===== src/rtl/tt_edge_streamer.sv =====
// Front-end feeder for the track-travel shortest-path engine: collects row masks into
// a 16-node undirected edge set, then streams the query pair and every edge once.
module tt_edge_streamer (
    input  logic        clk,
    input  logic        rst_n,
    input  logic        cfg_valid,
    input  logic [3:0]  cfg_row,
    input  logic [15:0] cfg_mask,
    input  logic        cfg_last,
    input  logic [3:0]  qry_src,
    input  logic [3:0]  qry_dst,
    input  logic        tt_done,
    output logic        cfg_ready,
    output logic        out_valid,
    output logic [3:0]  source,
    output logic [3:0]  destination
);

    typedef enum logic [2:0] {
        IDLE,
        LOAD,
        QUERY,
        EMIT,
        WAIT
    } state_e;

    state_e      state_q, state_d;
    logic [15:0] adj_q [16];
    logic [15:0] adj_d [16];
    logic [15:0] adjClr [16];
    logic [3:0]  qsrc_q, qsrc_d;
    logic [3:0]  qdst_q, qdst_d;
    logic        out_valid_q, out_valid_d;
    logic [3:0]  src_q, src_d;
    logic [3:0]  dst_q, dst_d;

    logic        found;
    logic        moreLeft;
    logic [3:0]  selI;
    logic [3:0]  selJ;
    logic        accept;

    assign cfg_ready   = (state_q == IDLE) || (state_q == LOAD);
    assign accept      = cfg_valid && cfg_ready;
    assign out_valid   = out_valid_q;
    assign source      = src_q;
    assign destination = dst_q;

    // Row i only ever holds bits j > i; scanning downward lets the lowest entry win.
    always_comb begin
        found = 1'b0;
        selI  = 4'd0;
        selJ  = 4'd0;
        for (int i = 15; i >= 0; i--) begin
            for (int j = 15; j > i; j--) begin
                if (adj_q[i][j]) begin
                    found = 1'b1;
                    selI  = 4'(i);
                    selJ  = 4'(j);
                end
            end
        end
    end

    always_comb begin
        adjClr = adj_q;
        adjClr[selI][selJ] = 1'b0;
        moreLeft = 1'b0;
        for (int r = 0; r < 16; r++) begin
            moreLeft = moreLeft | (|adjClr[r]);
        end
    end

    always_comb begin
        state_d     = state_q;
        adj_d       = adj_q;
        qsrc_d      = qsrc_q;
        qdst_d      = qdst_q;
        out_valid_d = 1'b0;
        src_d       = 4'd0;
        dst_d       = 4'd0;

        case (state_q)
            IDLE, LOAD: begin
                if (accept) begin
                    // Fold each edge into the (min, max) slot so mirrors collapse.
                    for (int j = 0; j < 16; j++) begin
                        if (cfg_mask[j] && (4'(j) != cfg_row)) begin
                            if (4'(j) > cfg_row) begin
                                adj_d[cfg_row][j] = 1'b1;
                            end else begin
                                adj_d[j][cfg_row] = 1'b1;
                            end
                        end
                    end
                    if (cfg_last) begin
                        qsrc_d  = qry_src;
                        qdst_d  = qry_dst;
                        state_d = QUERY;
                    end else begin
                        state_d = LOAD;
                    end
                end
            end
            QUERY: begin
                out_valid_d = 1'b1;
                src_d       = qsrc_q;
                dst_d       = qdst_q;
                state_d     = found ? EMIT : WAIT;
            end
            EMIT: begin
                out_valid_d = 1'b1;
                src_d       = selI;
                dst_d       = selJ;
                adj_d       = adjClr;
                if (!moreLeft) begin
                    state_d = WAIT;
                end
            end
            WAIT: begin
                if (tt_done) begin
                    state_d = IDLE;
                end
            end
            default: begin
                state_d = IDLE;
            end
        endcase
    end

    always_ff @(posedge clk or negedge rst_n) begin
        if (!rst_n) begin
            state_q     <= IDLE;
            qsrc_q      <= 4'd0;
            qdst_q      <= 4'd0;
            out_valid_q <= 1'b0;
            src_q       <= 4'd0;
            dst_q       <= 4'd0;
            for (int r = 0; r < 16; r++) begin
                adj_q[r] <= 16'd0;
            end
        end else begin
            state_q     <= state_d;
            qsrc_q      <= qsrc_d;
            qdst_q      <= qdst_d;
            out_valid_q <= out_valid_d;
            src_q       <= src_d;
            dst_q       <= dst_d;
            for (int r = 0; r < 16; r++) begin
                adj_q[r] <= adj_d[r];
            end
        end
    end

endmodule


===== config.mk =====
export PLATFORM = sky130hd
export DESIGN_NAME = tt_edge_streamer
export DESIGN_NICKNAME = d
export VERILOG_FILES = /design/src/rtl/tt_edge_streamer.sv
export SDC_FILE = /design/constraint.sdc
export NUM_CORES = 1
export LEC_CHECK = 0
export ABC_AREA = 1
export CAP_MARGIN = 5
export CORE_UTILIZATION = 38
export DETAILED_ROUTE_END_ITERATION = 16
export GPL_TIMING_DRIVEN = 0
export PLACE_DENSITY = 0.58
export REMOVE_ABC_BUFFERS = 1
export SYNTH_ARGS = -nofsm -noshare
export SYNTH_HDL_FRONTEND = slang
export SYNTH_SLANG_ARGS = --single-unit

===== constraint.sdc =====
create_clock -name clk -period 6.3 [get_ports clk]
set_clock_uncertainty 0.1 [all_clocks]
set_input_delay 0.945 -clock clk [delete_from_list [all_inputs] [get_ports clk]]
set_output_delay 0.945 -clock clk [all_outputs]
set_load 0.03 [all_outputs]

==> impl_results.md <==
* Fin Setup TNS at -58,490 ps
* Run status: finished, violations left
* Die Area at 0.0409 mm2
* Max-cap violations at 0
* Final WS setup at -1530 ps
* Vias at 15,300
* RSZ-0062 raised after global routing: yes
* Crit path launch: adj_q[31]
* Endpoints failing setup at 123
* Hold_buf cts at 0
* Peak supply drop at 0.000231 V
* DR iter-0 viols at 2,148
* Worst hold stages at 0
* Overall Global Routing Usage at 33.1%
* PwrDens at 379 mW/mm2
* Ys flop type: dfrtp_1
* Synth async-reset ratio at 100%
* Crit Path Max Fanout at 12
* Startpoint Class: register
* Global placer's final weighted congestion at 1.02
* Critical Path Sink Type: register
* H-tree depth at 2
* Final period utilization at 124%
* Signal arrival time at the worst endpoint at 8190 ps
* Clock Path Buffers at 3
* WS Path Type: reg -> reg
* Clk_lat worst skew at 580 ps
* Worst-path cell with the longest stage delay: dfrtp_2
* Vias in the first global route at 14,700
* Std cell rows at 72
* DR vias/cell at 5.99
* Post-detail-place hpwl at 47.2 mm
* Post-placement cell count at 2,436
* # clock sinks at 276
* HP Start: adj_q[0]
* Ys Warns at 0
* Synth unique cells at 48
* CP max stage delay at 410 ps
* Min Tclk post-route at 7830 ps
* Synthesized cell area at 0.0152 mm2
* Leak pwr at 0.00799 uW
* Post-DRT Antenna Nets at 0
* Worst r2r path cells at 111
* Mean post-synth cell area at 7.40 um2
* Cell mode on critical path: nand2_1
* Number of synthesized flops with an enable pin at 0
* Nets at 2,043
* Initial Utilization at 39.0%
* Fmax at 0.128 GHz
* CTS tree: yes
* Area Overhead vs Synth at 20.1%
* Max Slew Vio Count at 0
* Cts bufs inserted at 35
* Slew headroom at 3.50%
* Register area share after synthesis at 45.3%
* Global-route wire length before repair at 98.4 mm
* Final Util at 46.8%
* WL per Instance at 26.3 um
* Clock-pin slew on the worst setup and hold paths at 60 ps
* Core Box Area at 0.0391 mm2
* IO buf count at 42
* Failing checks: negative setup slack
* Pre-antenna DRT Iters at 6
* Yosys top cell by area: dfrtp_1
* Post-route insts no fill at 2,552
* Root buffer cell: clkbuf_16
* Die width at 202 um
* Final wirelength at 67.2 mm
* Die Y at 202 um
* Crit Reg-Reg Startpoint: adj_q[31]
* N_diodes at 0
* Io pins at 43
* Worst hold path class: reg -> reg
* Grt total ovfl at 0
* Gate Count Post-Synth at 2,057
* Final Hold Viols at 0
* Register bit total from synthesis at 276
* Share of cells above drive strength 1 at 13.7%
* Remaining DRCs at 0
* Power Total at 6930 uW
* WP data required at 6660 ps
* Worst Max-Slew Pin Slew at 1440 ps
* Initial antenna violation count at 0
* Yosys top cell area share at 45.3%
* Synth area leaders: dfrtp_1 (45%), nand2_1 (8.8%), nor2_1 (7.9%)
* Pin count of the biggest net entering global routing at 98
[logic make-up after synthesis]
family          count (synthesis)  synth area share, %
simple gates                  877                 24.8
buf+inv                       454                 11.4
compound gates                442                 17.9
flops                         276                 45.3
mux                             8                0.592
[registers in the layout, indices dropped and copies added (netlist names)]
register,cells
qdst_q,4
adj_q,256
out_valid,1
source,4
state_q,3
destination,4
qsrc_q,4
[timing repair]
action	in CTS	in global routing
gates resized for setup	150	73
pin swaps	31	40
setup endpoints to repair	124	124
setup buffers	52	16
endpoints found under the hold margin	0	0
cloned	2	1
[cell usage after synthesis, types with 26 or more instances]
master,n
a22oi_1,26
nand4_1,64
a221oi_1,38
a21oi_1,84
clkbuf_1,183
nor2_1,320
nor3_1,31
o22ai_1,38
dfrtp_1,276
inv_1,248
o21ai_1,43
nand3_1,47
o21ai_0,120
nand2_1,358
[layout make-up]
cell class	count	area (um2)
fillers	3929	20800
inverters	263	1000
flip-flops and latches	276	6910
well taps	518	648
clock buffers	48	1020
multi-input cells	1329	7320
repair buffers	105	1240
clock inverters	13	148
[placed cells by master (no fill, tap or decap), drive strengths merged, types with 41 or more instances in the layout]
cell | synthesis | layout
inv | 253 | 255
nand4 | 67 | 67
nor2 | 320 | 320
nand2 | 362 | 364
clkbuf | 183 | 48
buf | 8 | 64
a21oi | 84 | 84
o21ai | 164 | 164
dfrtp | 276 | 276
nand3 | 49 | 49
clkdlybuf4s50 | 0 | 41
[metal layers]
layer	up-vias	track usage (%)	part of all wire [%]
met5	-	0	0
met4	0	21.9	7.6
met3	262	7.85	11
met2	1032	47.4	41
met1	7255	44.4	40
li1	6740	-	-
[final timing paths]
kind / slack [ps] / end
setup reg to reg: -1530 / state_q[0]
max in group asynchronous: 4380 / adj_q[59]
min in group asynchronous: 310 / adj_q[45]
setup / recovery: -1530 / state_q[0]
hold / removal: 270 / adj_q[0]
hold reg to reg: 270 / adj_q[0]
[power by group]
part           switching, uW  total, uW  leakage [uW]  internal [uW]
registers                254       2230       0.00345           1980
clock network            850       2070      0.000566           1220
logic                   1800       2630       0.00398            834
total                   2900       6930       0.00799           4030
[stage by stage]
stage / hold slack, ps / instance area (um2) / worst slack [ps]
floorplan: 245 / 14500 / -974
global placement: 256 / 15600 / -8120
detailed placement: 258 / 15800 / -2530
CTS: 270 / 18000 / -1340
global route: 274 / 18300 / -2600
finish: 265 / 18300 / -1530
[worst max-delay path: cells and delay by family, from the launching register on]
kind / cells / cell delay (ps)
compound gates: 1 / 110
buf+inv: 1 / 160
flops: 1 / 410
simple gates: 109 / 6890
(Power assumes the default switching activity.)
